**src/rtl/vram_arbiter.sv**
```systemverilog
// Time-slot scheduler for the shared 8-bit VRAM port: slot 0 video read, slots 1..3 drain a CPU write FIFO.
// Optional VRAM_BLANK_SLOT_EN: slot 0 becomes a fourth write slot whenever fetchEn is low.
module vram_arbiter #(
  parameter int FIFO_DEPTH = 4
) (
  input  logic        pixClk,
  input  logic        reset,
  input  logic [3:0]  seq,
  input  logic        fetchEn,
  input  logic [14:0] vidAddr,
  input  logic        vidBank,
  input  logic        wrReq,
  input  logic [14:0] wrAddr,
  input  logic [7:0]  wrData,
  input  logic        wrBank,
  output logic        wrRdy,
  output logic        wrOvf,
  output logic [14:0] vramAddr,
  output logic [7:0]  vramDataOut,
  output logic        vramDataOE,
  output logic        nvramOE,
  output logic        nvramWE,
  output logic        nvramCE0,
  output logic        nvramCE1
);

  localparam int PW = $clog2(FIFO_DEPTH);
  localparam int CW = PW + 1;

  typedef struct packed {
    logic        bank;
    logic [14:0] addr;
    logic [7:0]  data;
  } wr_ent_t;

  typedef enum logic [1:0] {S_IDLE, S_VREAD, S_WRITE} state_t;

  wr_ent_t       r_mem [FIFO_DEPTH];
  logic [PW-1:0] r_wp, r_rp;
  logic [CW-1:0] r_cnt;
  state_t        r_state;
  logic [3:0]    r_seqPrev;
  wr_ent_t       r_wr;

  logic [1:0]  w_ph;
  logic        w_seqOk, w_empty, w_push, w_pop, w_wslot;
  state_t      w_cur, w_act, w_next;
  wr_ent_t     w_wr;
  logic        w_nOE, w_nWE, w_nCE0, w_nCE1, w_dOE;
  logic [14:0] w_addr;
  logic [7:0]  w_dout;

  assign w_ph    = seq[1:0];
  assign w_seqOk = (seq == r_seqPrev + 4'd1);
  assign w_empty = (r_cnt == '0);
  assign wrRdy   = (r_cnt != CW'(FIFO_DEPTH));
  assign w_push  = wrReq && wrRdy;

`ifdef VRAM_BLANK_SLOT_EN
  assign w_wslot = (seq[3:2] != 2'd0) || !fetchEn;
`else
  assign w_wslot = (seq[3:2] != 2'd0);
`endif

  // State register
  always_ff @(negedge pixClk) begin
    if (reset) begin
      r_state   <= S_IDLE;
      r_seqPrev <= 4'd0;
    end else begin
      r_state   <= w_next;
      r_seqPrev <= seq;
    end
  end

  // Next state. A resync (non-sequential seq) drops a busy slot; a new one may only begin on a boundary.
  always_comb begin
    w_cur = (r_state != S_IDLE && !w_seqOk) ? S_IDLE : r_state;
    w_act = w_cur;
    if (w_cur == S_IDLE && w_ph == 2'd0) begin
      if (seq == 4'd0 && fetchEn)   w_act = S_VREAD;
      else if (w_wslot && !w_empty) w_act = S_WRITE;
    end
    w_next = (w_ph == 2'd3) ? S_IDLE : w_act;
  end

  assign w_pop = (w_act == S_WRITE) && (w_cur == S_IDLE);
  assign w_wr  = w_pop ? r_mem[r_rp] : r_wr;

  // Output decode for the phase being entered this edge
  always_comb begin
    w_nOE  = 1'b1;
    w_nWE  = 1'b1;
    w_nCE0 = 1'b1;
    w_nCE1 = 1'b1;
    w_dOE  = 1'b0;
    w_addr = vramAddr;
    w_dout = vramDataOut;
    case (w_act)
      S_VREAD: begin
        w_addr = vidAddr;
        if (!w_ph[1]) begin
          w_nOE = 1'b0;
          if (vidBank) w_nCE1 = 1'b0;
          else         w_nCE0 = 1'b0;
        end
      end
      S_WRITE: begin
        w_addr = w_wr.addr;
        w_dout = w_wr.data;
        w_dOE  = 1'b1;
        if (w_ph != 2'd3) begin
          if (w_wr.bank) w_nCE1 = 1'b0;
          else           w_nCE0 = 1'b0;
        end
        if (w_ph == 2'd1 || w_ph == 2'd2) w_nWE = 1'b0;
      end
      default: ;
    endcase
  end

  always_ff @(negedge pixClk) begin
    if (reset) begin
      nvramOE     <= 1'b1;
      nvramWE     <= 1'b1;
      nvramCE0    <= 1'b1;
      nvramCE1    <= 1'b1;
      vramDataOE  <= 1'b0;
      vramAddr    <= '0;
      vramDataOut <= '0;
      r_wr        <= '0;
    end else begin
      nvramOE     <= w_nOE;
      nvramWE     <= w_nWE;
      nvramCE0    <= w_nCE0;
      nvramCE1    <= w_nCE1;
      vramDataOE  <= w_dOE;
      vramAddr    <= w_addr;
      vramDataOut <= w_dout;
      if (w_pop) r_wr <= r_mem[r_rp];
    end
  end

  always_ff @(negedge pixClk) begin
    if (w_push) r_mem[r_wp] <= '{bank: wrBank, addr: wrAddr, data: wrData};
  end

  // A request while full is lost even if a pop frees space on the same edge
  always_ff @(negedge pixClk) begin
    if (reset) begin
      r_wp  <= '0;
      r_rp  <= '0;
      r_cnt <= '0;
      wrOvf <= 1'b0;
    end else begin
      if (w_push) r_wp <= r_wp + 1'b1;
      if (w_pop)  r_rp <= r_rp + 1'b1;
      case ({w_push, w_pop})
        2'b10:   r_cnt <= r_cnt + 1'b1;
        2'b01:   r_cnt <= r_cnt - 1'b1;
        default: ;
      endcase
      if (wrReq && !wrRdy) wrOvf <= 1'b1;
    end
  end

endmodule
```
**config.mk**
```make
export PLATFORM = sky130hd
export DESIGN_NAME = vram_arbiter
export DESIGN_NICKNAME = d
export VERILOG_FILES = /design/src/rtl/vram_arbiter.sv
export SDC_FILE = /design/constraint.sdc
export NUM_CORES = 1
export LEC_CHECK = 0
export ABC_AREA = 1
export ABC_CLOCK_PERIOD_IN_PS = 3200
export CORE_MARGIN = 1
export CORE_UTILIZATION = 50
export CTS_CLUSTER_DIAMETER = 100
export DETAILED_ROUTE_END_ITERATION = 10
export PLACE_DENSITY_LB_ADDON = 0.15
export SLEW_MARGIN = 20
export SYNTH_ARGS = -nofsm -noshare
export SYNTH_HDL_FRONTEND = slang
export SYNTH_SLANG_ARGS = --single-unit
```
**constraint.sdc**
```tcl
create_clock -name pixClk -period 3.2 [get_ports pixClk]
set_input_delay 0.96 -clock pixClk [delete_from_list [all_inputs] [get_ports pixClk]]
set_output_delay 0.96 -clock pixClk [all_outputs]
set_load 0.01 [all_outputs]
```
==> results.tsv <==
metric	value	unit
cellLeakagePower	4.52	nW
critPathArrivalTime	3.20	ns
min_path_type	reg2reg	
min_from	vramAddr[12]	
synth_fa_ha_area_frac	0.0222	
antenna_found_initial	0	
violations	setup timing	
worst_slack	-1.27	ns
wl_per_cell	16.2	um
ir_drop	0.000406	V
start_util	0.517	
clock_skew	0.0349	ns
die_x	116	um
preCtsSetupSlack	-2.14	ns
yosysSeqAreaShare	0.648	
wl	18.4	mm
root_buffer	clkbuf_16	
maxCapViolCount	0	
fillers	798	
grt_pass1_vias	5969	
synthMuxAreaShare	0	
synth-seq-cells	164	
slew_headroom	0.686	
slew_violations	0	
ant_nets	0	
setup_viol	91	
layout-drive-gt1-share	0.253	
grt_pass1_wl	26.2	mm
drc_errors	0	
mostFrequentLayoutCells	inv_1, edfxtp_1, nor2_1, nand2_1, buf_4	
drt-pass1-iter-count	7	
place_hpwl	8.56	mm
total_power	6.02	mW
grtUsageTotal	0.261	
overflow	0	
syn_to_final_growth	51.2	%
synth-simple-area-share	0.174	
crit_fanout	2	
die_h	116	um
multi_input_area	2250	um^2
regToRegStartpoint	r_seqPrev[0]	
seqCellArea	4280	um^2
ys_warn_count	0	
r2r_setup_slack	0.31	ns
crit_path_end_kind	flip-flop	
hold_violations	0	
synth-compound-area-share	0.101	
vias	6005	
nets	1017	
tritoncts	built	
clk_latency	0.48	ns
cp-startpoint	seq[0]	
drtIter0Drc	541	
cts_made_buffers	17	
rows	41	
power_density	608	nW/um^2
final_common_cell	inv_1	
avgSynthCellArea	10.1	um^2
outcome	finished with violations	
place_inst	902	
cts.sinks	164	
worstSetupStartpointType	primary input	
crit_type	in2reg	
worstPathRequired	1.93	ns
synth_cells	649	
cts_max_level	4	
path_clk_slew	0.04	ns
tightest_slew	0.471	ns
synth-xor-area-share	0.00267	
layoutNonFillerInstCount	1141	
antenna_cells	0	
synth_top_family_by_area	simple AND/OR/NAND/NOR gates	
dieArea	13600	um^2
syn_area	6550	um^2
gp_congestion	0.774	
port_buffers	77	
routed_via_density	5.26	
fp.coreArea	12700	um^2
cts_buffer_depth	2	
boundaryPins	78	
synth_cell_types	32	
grt_max_degree	49	
mappedNetlistNets	708	
rsz0062_at_grt	yes	
cts_hold_buffers	0	
[cell usage after synthesis]
master,number,share of area
o21a_1,1,0.0011
a31oi_1,1,0.00096
dfxtp_1,68,0.21
a21oi_4,1,0.0025
ha_1,10,0.019
a21boi_4,1,0.0029
buf_6,4,0.0069
clkbuf_1,15,0.0086
nand2_4,1,0.0017
nand4_1,1,0.00096
nor2_4,1,0.0017
o21ai_1,1,0.00076
nand3_1,55,0.042
buf_4,1,0.0011
xnor2_1,1,0.0013
nand2_2,1,0.00096
xor2_1,1,0.0013
o22ai_1,23,0.022
a21oi_1,35,0.027
inv_1,43,0.025
nand2_1,104,0.060
nand3_2,1,0.0015
o21ai_0,54,0.041
and2_1,1,0.00096
o211ai_4,1,0.0032
edfxtp_1,96,0.44
buf_1,2,0.0011
inv_2,1,0.00057
nor2_1,111,0.064
fa_1,1,0.0031
and2_2,1,0.0011
buf_2,11,0.0084
[kinds of logic after synthesis]
kind of cell	count (synthesis)
AO/OA/AOI/OAI	118
XOR/XNOR	2
adder cells (fa/ha/maj)	11
buffers and inverters	77
flip-flops	164
AND/OR/NAND/NOR	277
[path summary, 6_finish.rpt]
kind | end | depth (start not counted)
max | r_cnt[2] | 20
min | vramAddr[12] | 2
max reg2reg | r_cnt[2] | 17
min reg2reg | vramAddr[12] | 2
[per-layer routing]
layer	global-route usage	wire length, um	up-vias
met5	0	0	-
met4	0.170	546	0
met3	0.0965	1210	47
met2	0.426	9510	281
met1	0.286	7180	2850
li1	-	-	2827
[worst max-delay path, cell delays in order]
cell	delay, ns
buf_8	0.10
buf_6	0.12
inv_12	0.05
nand2_4	0.03
nand2_2	0.06
nand2_2	0.06
nor2_4	0.12
o211ai_4	0.09
and2_4	0.18
a21boi_4	0.18
ha_4	0.17
nand2_4	0.06
inv_4	0.09
ha_4	0.14
inv_4	0.03
fa_2	0.35
a21oi_2	0.15
o21ai_2	0.08
o21ai_1	0.14
a21oi_1	0.06
[power breakdown]
group	total [mW]	internal (mW)	switching, mW
clock	2.81	1.47	1.34
combinational	0.780	0.375	0.404
sequential	2.43	2.38	0.0485
total	6.02	4.23	1.79
[registers in the layout (all words and copies together) (netlist names), 2 cells and up, named ones only]
signal / cells
r_cnt: 3
r_mem: 96
r_rp: 2
r_seqPrev: 4
r_state: 2
r_wp: 2
r_wr: 24
vramAddr: 15
vramDataOut: 8
[stage by stage]
stage | setup TNS [ns] | hold slack (ns) | util | cell area (um^2)
after floorplan | -104.02 | 0.423 | - | 6670
after global placement | -205.96 | 0.438 | 0.616 | 7810
after detailed placement | -212.34 | 0.441 | 0.616 | 7810
after CTS | -65.60 | 0.454 | 0.765 | 9700
after global routing | -75.73 | 0.467 | 0.781 | 9900
final | -71.42 | 0.452 | 0.781 | 9900
[what timing repair did]
action                     4_1_cts  5_1_grt
setup endpoints to repair      189      104
setup buffers                   37        9
resized for setup              244       44
gates cloned                     9        2
pin swaps                       30       20
[final cells by class]
| type | count | share of cell area |
|---|---|---|
| flip-flops and latches | 164 | 0.432 |
| multi-input cells | 408 | 0.227 |
| repair buffers | 160 | 0.182 |
| clock inverters | 177 | 0.0761 |
| clock buffers | 17 | 0.0430 |
| well taps | 172 | 0.0217 |
| inverters | 43 | 0.0186 |
Note: power is estimated with default switching activity, not from simulation.
